===== src/rtl/cpu_ctrl_pkg.sv =====
// -----------------------------------------------------------------------------
// cpu_ctrl_pkg
// Shared definitions for the instruction issue controller: instruction field
// positions, control opcodes, mode-bit meaning and the issue FSM state type.
// -----------------------------------------------------------------------------
package cpu_ctrl_pkg;

    localparam int INSTR_W = 49;
    localparam int REG_W   = 5;

    // Instruction layout: op | mode | src | dst | lit
    localparam int OP_HI   = 48;
    localparam int OP_LO   = 44;
    localparam int MODE_HI = 43;
    localparam int MODE_LO = 42;
    localparam int SRC_HI  = 41;
    localparam int SRC_LO  = 37;
    localparam int DST_HI  = 36;
    localparam int DST_LO  = 32;
    localparam int LIT_HI  = 31;
    localparam int LIT_LO  = 0;

    // mode[MODE_LIT_BIT]=1 means the literal replaces the src register
    localparam int MODE_LIT_BIT = 0;

    localparam logic [4:0] OP_NOP  = 5'h00;
    localparam logic [4:0] OP_JMP  = 5'h1E;
    localparam logic [4:0] OP_HALT = 5'h1F;

    typedef enum logic [1:0] {
        IDLE   = 2'd0,
        RUN    = 2'd1,
        DRAIN  = 2'd2,
        HALTED = 2'd3
    } state_t;

    // Control ops are executed locally: they neither read nor write registers.
    function automatic logic is_ctrl_op(input logic [4:0] op);
        return (op == OP_NOP) || (op == OP_JMP) || (op == OP_HALT);
    endfunction

endpackage


===== src/rtl/issue_scoreboard.sv =====
// -----------------------------------------------------------------------------
// issue_scoreboard
// Fixed-latency in-flight destination tracker. One {valid, dst} entry is
// inserted every cycle and shifts towards the oldest slot, so a written
// register is considered busy for exactly DEPTH cycles after its insert edge.
//
// Ports:
//   clk, rst_n          clock / async active-low reset
//   ins_v, ins_dst      entry inserted this cycle (ins_v=0 inserts a bubble)
//   rd_src_en, rd_src   src register read by the candidate instruction
//   rd_dst_en, rd_dst   dst register read by the candidate instruction
//   hazard              a valid in-flight entry matches an enabled read
//   empty               no entry survives the coming edge (only the oldest
//                       slot, which is about to retire, may still be valid)
// -----------------------------------------------------------------------------
module issue_scoreboard #(
    parameter int DEPTH = 3,
    parameter int RW    = 5
) (
    input  logic          clk,
    input  logic          rst_n,
    input  logic          ins_v,
    input  logic [RW-1:0] ins_dst,
    input  logic          rd_src_en,
    input  logic [RW-1:0] rd_src,
    input  logic          rd_dst_en,
    input  logic [RW-1:0] rd_dst,
    output logic          hazard,
    output logic          empty
);

    // Index 0 is the newest entry, DEPTH-1 the oldest.
    logic [DEPTH-1:0]          r_vld_pipe;
    logic [DEPTH-1:0][RW-1:0]  r_dst_pipe;
    logic [DEPTH-1:0]          w_hit;
    logic                      w_empty;

    always_ff @(posedge clk or negedge rst_n) begin
        if (!rst_n) begin
            r_vld_pipe <= '0;
            r_dst_pipe <= '0;
        end else begin
            for (int i = DEPTH-1; i > 0; i--) begin
                r_vld_pipe[i] <= r_vld_pipe[i-1];
                r_dst_pipe[i] <= r_dst_pipe[i-1];
            end
            r_vld_pipe[0] <= ins_v;
            r_dst_pipe[0] <= ins_dst;
        end
    end

    for (genvar g = 0; g < DEPTH; g++) begin : g_cmp
        assign w_hit[g] = r_vld_pipe[g] &&
                          ((rd_src_en && (r_dst_pipe[g] == rd_src)) ||
                           (rd_dst_en && (r_dst_pipe[g] == rd_dst)));
    end

    // Look-ahead emptiness lets the drain finish on the same edge that
    // retires the last busy entry.
    always_comb begin
        w_empty = 1'b1;
        for (int i = 0; i < DEPTH-1; i++) begin
            if (r_vld_pipe[i]) w_empty = 1'b0;
        end
    end

    assign hazard = |w_hit;
    assign empty  = w_empty;

endmodule


===== src/rtl/instr_issue_ctrl.sv =====
// -----------------------------------------------------------------------------
// instr_issue_ctrl
// Issue sequencer between the fetch buffer and the decoder. Owns the PC,
// accepts instructions over valid/ready, forwards ordinary ops one cycle
// after accept, stalls on RAW hazards against in-flight destinations and
// executes NOP / JMP / HALT locally.
//
// Ports:
//   clk, rst_n           clock / async active-low reset
//   run                  start / resume (IDLE or HALTED -> RUN)
//   pc                   next fetch address
//   fetch_en             high while in RUN
//   flush                one-cycle pulse after an accepted JMP
//   instr_in/valid/ready instruction handshake from the fetch buffer
//   issue_instr/valid    registered instruction to decode, one-cycle valid
//   stall                RUN with a valid instruction blocked by a hazard
//   halted               high in HALTED
// -----------------------------------------------------------------------------
module instr_issue_ctrl
    import cpu_ctrl_pkg::*;
#(
    parameter int IW         = INSTR_W,
    parameter int PC_W       = 16,
    parameter int PIPE_DEPTH = 3
) (
    input  logic            clk,
    input  logic            rst_n,
    input  logic            run,
    output logic [PC_W-1:0] pc,
    output logic            fetch_en,
    output logic            flush,
    input  logic [IW-1:0]   instr_in,
    input  logic            instr_valid,
    output logic            instr_ready,
    output logic [IW-1:0]   issue_instr,
    output logic            issue_valid,
    output logic            stall,
    output logic            halted
);

    state_t            r_state;
    logic [PC_W-1:0]   r_pc;
    logic              r_flush;
    logic              r_issue_valid;
    logic [IW-1:0]     r_issue_instr;

    logic [4:0]        w_op;
    logic [REG_W-1:0]  w_src;
    logic [REG_W-1:0]  w_dst;
    logic              w_ctrl;
    logic              w_rd_src_en;
    logic              w_rd_dst_en;
    logic              w_hazard;
    logic              w_sb_empty;
    logic              w_ready;
    logic              w_accept;
    logic              w_ins_v;

    assign w_op  = instr_in[OP_HI:OP_LO];
    assign w_src = instr_in[SRC_HI:SRC_LO];
    assign w_dst = instr_in[DST_HI:DST_LO];

    // Two-operand ops always read dst; src only when no literal is used.
    assign w_ctrl      = is_ctrl_op(w_op);
    assign w_rd_dst_en = !w_ctrl;
    assign w_rd_src_en = !w_ctrl && !instr_in[MODE_LO + MODE_LIT_BIT];

    assign w_ready  = (r_state == RUN) && !w_hazard && !r_flush;
    assign w_accept = instr_valid && w_ready;
    // Every cycle inserts into the scoreboard; only accepted writers are valid.
    assign w_ins_v  = w_accept && !w_ctrl;

    issue_scoreboard #(
        .DEPTH (PIPE_DEPTH),
        .RW    (REG_W)
    ) u_sb (
        .clk       (clk),
        .rst_n     (rst_n),
        .ins_v     (w_ins_v),
        .ins_dst   (w_dst),
        .rd_src_en (w_rd_src_en),
        .rd_src    (w_src),
        .rd_dst_en (w_rd_dst_en),
        .rd_dst    (w_dst),
        .hazard    (w_hazard),
        .empty     (w_sb_empty)
    );

    always_ff @(posedge clk or negedge rst_n) begin
        if (!rst_n) begin
            r_state       <= IDLE;
            r_pc          <= '0;
            r_flush       <= 1'b0;
            r_issue_valid <= 1'b0;
            r_issue_instr <= '0;
        end else begin
            r_flush       <= 1'b0;
            r_issue_valid <= 1'b0;
            case (r_state)
                IDLE: begin
                    if (run) r_state <= RUN;
                end
                RUN: begin
                    if (w_accept) begin
                        case (w_op)
                            OP_NOP: begin
                                r_pc <= r_pc + 1'b1;
                            end
                            OP_JMP: begin
                                r_pc    <= instr_in[LIT_LO +: PC_W];
                                r_flush <= 1'b1;
                            end
                            OP_HALT: begin
                                r_pc    <= r_pc + 1'b1;
                                r_state <= DRAIN;
                            end
                            default: begin
                                r_pc          <= r_pc + 1'b1;
                                r_issue_instr <= instr_in;
                                r_issue_valid <= 1'b1;
                            end
                        endcase
                    end
                end
                DRAIN: begin
                    if (w_sb_empty) r_state <= HALTED;
                end
                HALTED: begin
                    if (run) r_state <= RUN;
                end
                default: r_state <= IDLE;
            endcase
        end
    end

    assign pc          = r_pc;
    assign fetch_en    = (r_state == RUN);
    assign halted      = (r_state == HALTED);
    assign flush       = r_flush;
    assign instr_ready = w_ready;
    assign issue_instr = r_issue_instr;
    assign issue_valid = r_issue_valid;
    assign stall       = (r_state == RUN) && instr_valid && w_hazard;

endmodule


===== config.mk =====
export PLATFORM = sky130hd
export DESIGN_NAME = instr_issue_ctrl
export DESIGN_NICKNAME = d
export VERILOG_FILES = /design/src/rtl/cpu_ctrl_pkg.sv /design/src/rtl/issue_scoreboard.sv /design/src/rtl/instr_issue_ctrl.sv
export SDC_FILE = /design/constraint.sdc
export NUM_CORES = 1
export LEC_CHECK = 0
export BUFFER_PORTS_ARGS = -buffer_cell sky130_fd_sc_hd__buf_2
export CAP_MARGIN = 40
export CORE_ASPECT_RATIO = 2
export CORE_MARGIN = 2
export CORE_UTILIZATION = 35
export CTS_BUF_LIST = sky130_fd_sc_hd__clkbuf_8 sky130_fd_sc_hd__clkbuf_16
export CTS_CLUSTER_SIZE = 10
export DETAILED_ROUTE_END_ITERATION = 12
export PLACE_DENSITY = 0.54
export SKIP_CTS_REPAIR_TIMING = 1
export SLEW_MARGIN = 5
export SYNTH_ARGS = -nofsm -noshare
export SYNTH_HDL_FRONTEND = slang
export SYNTH_SLANG_ARGS = --single-unit

===== constraint.sdc =====
create_clock -name clk -period 2.9 [get_ports clk]
set_input_delay 0.58 -clock clk [delete_from_list [all_inputs] [get_ports clk]]
set_output_delay 0.58 -clock clk [all_outputs]
set_load 0.02 [all_outputs]

==> flow_metrics.py <==
metrics = {
    "run_status": {
        "status": "completed",
    },
    "floorplanning": {
        "die_h_um": 158,
        "die_w_um": 81.2,
        "initial_core_util_pct": 35.6,
        "die_area_sq_um": 12900,
        "rows": 56,
        "core_area_sq_um": 11700,
        "pin_count": 124,
    },
    "power_and_ir_drop": {
        "power.leakage_nw": 2.63,
        "max-vdd-ir-drop_mv": 0.339,
        "powerDensity_nw_per_um2": 957,
        "power_mw": 5.09,
    },
    "hold_path": {
        "hold_class": "in2async",
    },
    "yosys": {
        "synth_top_cell_area_share_pct": 52.2,
        "synthDistinctLibCells": 43,
        "ys.flop_type": "dfrtp_1",
        "synth_top_area_cell": "dfrtp_1",
        "synth_seq_cells": 87,
        "synth_nets": 393,
        "async_reset_ff_share_pct": 100,
        "syn_avg_cell_area_sq_um": 12.4,
        "netlist_instances": 335,
        "synth_area_leaders": "dfrtp_1 (52%), mux2_4 (17%), xnor2_1 (3.2%), xor2_1 (3.2%), nand3_1 (2.4%)",
        "syn_area_sq_um": 4170,
        "yosysWarnings": 0,
        "synth_edf_count": 0,
        "ys_seq_area_share_pct": 52.2,
    },
    "grt": {
        "global_route.usage.met2_pct": 33.4,
        "grt_antenna_before_repair": 0,
        "grtUsageTotal_pct": 17.9,
        "grt_pass1_vias": 3185,
        "met3_usage_pct": 2.15,
        "grt-ovfl-total": 0,
        "grt.busiest_layer": "met2",
        "grt_first_pass_wirelength_um": 17000,
        "grt_max_degree": 47,
        "use_met1_pct": 19.4,
    },
    "clock_tree": {
        "cts_max_level": 3,
        "clockBufferDepth": 2,
        "cts_buffers": 9,
        "clock_sinks": 87,
        "root_buffer": "clkbuf_16",
        "cts_tree": "done",
        "cts.clk_slew.worst_paths_ns": 0.07,
        "clock_latency_ns": 0.34,
    },
    "placed_design": {
        "post-place-ws_ns": -0.0449,
        "gp_congestion": 0.800,
        "io_buffers": 123,
        "hpwlAfterDp_um": 8160,
    },
    "drt": {
        "avgRoutedWirePerCell_um": 18.0,
        "first_iter_violations": 109,
        "via_count": 3143,
        "dr.pass1.iters": 4,
        "postRouteAntennaNets": 0,
        "vias_per_cell": 5.13,
        "drc_errors": 0,
        "wirelength_um": 11100,
    },
    "timing": {
        "setup_ws_ns": 0.0242,
        "setup_viol": 0,
        "fin_crit_sh_pct": 99.2,
        "rsz0062_at_grt": "true",
        "skew_ns": 0.00947,
        "finalHoldViolCount": 0,
        "setup_tns_ns": 0,
        "slew_viol_final": 0,
        "fmax_ghz": 0.348,
        "finalCriticalPeriod_ns": 2.88,
        "max_slew_margin_pct": 50.1,
        "tightest_slew_ns": 0.746,
    },
    "critical_path": {
        "worstSetupStartpointType": "primary input",
        "r2r_start": "u_sb.r_dst_pipe[3]",
        "critPathCaptureType": "output pin",
        "timing.rr.end": "issue_instr[12]",
        "rr_worst_depth": 9,
        "worst-setup-path-type": "in2out",
        "crit_required_ns": 2.32,
        "r2r_slack_ns": 0.28,
        "cp.arrival_ns": 2.30,
        "critPathMaxFanout": 5,
    },
    "layout": {
        "fill_cells": 1087,
        "n_antenna_cell": 0,
        "drive_gt1_share_pct": 44.0,
        "utilization_pct": 45.5,
        "nets": 521,
        "area_delta_synth_final_pct": 27.5,
    },
    "job": {
        "cap_violations": 0,
    },
}
## cells by family (layout without fill, tap and decap cells)
group / count (synthesis) / after routing / share of synthesized area, %
AND/OR/NAND/NOR: 82 / 82 / 10.7
buffers and inverters: 24 / 157 / 3.09
flip-flops: 87 / 87 / 52.2
multiplexers: 50 / 50 / 17.7
AO/OA/AOI/OAI: 57 / 57 / 8.55
XOR/XNOR: 30 / 30 / 6.30
adder cells (fa/ha/maj): 5 / 5 / 1.50
## through the flow
stage / hold WS (ns) / area, sq um / cells
3_3_place_gp: 0.403 / 4970 / 595
3_5_place_dp: 0.413 / 4970 / 595
2_1_floorplan: 0.284 / 4180 / 335
4_1_cts: 0.250 / 5260 / 611
5_1_grt: 0.277 / 5320 / 613
6_report: 0.236 / 5320 / 613
## metal layers
metal	vias up	wire length, um
met5	-	0
met3	19	351
met2	76	6420
li1	1467	-
met4	0	357
met1	1581	3940
## layout make-up
class                           instances  area [sq um]  share of cell area, %
Timing Repair Buffer                  133           739                   13.9
Clock buffer                           10           239                   4.49
Tap cell                              145           181                   3.41
Inverter                                8          30.0                  0.565
Multi-Input combinational cell        224          1910                   35.8
Clock inverter                          6          45.0                  0.847
Sequential cell                        87          2180                   41.0
## state kept, by name, summed over array words and instances (netlist names)
register and cells:
issue_instr 49, pc 16, u_sb.r_dst_pipe 15, u_sb.r_vld_pipe 3, r_state 2, flush 1, issue_valid 1
## synth_stat cells (2+ instances only)
| cell | number |
|---|---|
| a2111oi_0 | 2 |
| a21oi_1 | 14 |
| a311oi_1 | 2 |
| a31oi_1 | 3 |
| and3_1 | 7 |
| buf_6 | 5 |
| clkbuf_1 | 10 |
| dfrtp_1 | 87 |
| ha_1 | 5 |
| inv_1 | 8 |
| mux2_4 | 47 |
| mux2i_1 | 2 |
| nand2_1 | 15 |
| nand3_1 | 20 |
| nand4_1 | 5 |
| nor2_1 | 7 |
| nor3_1 | 13 |
| nor4_1 | 5 |
| o2111ai_1 | 3 |
| o21ai_0 | 20 |
| o311ai_0 | 3 |
| o31ai_1 | 3 |
| xnor2_1 | 15 |
| xor2_1 | 15 |
## worst max-delay path by stage
stage                       startpoint     endpoint  slack, ns  cells after the start
global route        u_sb.r_dst_pipe[4]  instr_ready      -0.07                      7
floorplan                 instr_in[35]  instr_ready       0.02                      8
global placement          instr_in[32]        stall      -0.03                      8
detailed placement        instr_in[32]  instr_ready      -0.04                      8
finish                    instr_in[35]  instr_ready       0.02                      8
CTS                 u_sb.r_dst_pipe[5]  instr_ready      -0.06                      7
## where the power goes
group,total (mW),internal [mW],switching (mW)
combinational,2.09,0.984,1.11
sequential,1.89,1.63,0.260
clock,1.11,0.609,0.505
total,5.09,3.22,1.87
## critical path: stages
cell and delay, ns:
buf_2 0.14, xor2_1 0.22, nor4_2 0.10, and3_1 0.15, or4_4 0.52, o21a_4 0.25
nor3b_2 0.17, buf_4 0.16
## placed cells by master, fill, tap and decap left out, types with 2 or more instances in the layout
master	count
o2111ai_1	3
and3_1	7
xor2_2	2
dfrtp_1	86
a311oi_1	2
a2111oi_0	2
xnor2_1	15
buf_2	120
inv_1	9
mux2i_1	2
mux2_4	47
nand4_1	5
buf_4	9
nor2_1	7
buf_12	3
inv_6	2
nand3_1	20
nor3_1	13
o31ai_1	3
o311ai_0	3
o21ai_0	20
ha_1	5
clkbuf_16	9
nor4_1	4
a31oi_1	3
xor2_1	13
a21oi_1	14
clkinvlp_4	2
nand2_1	15
Power figures use the tool's default switching activity.
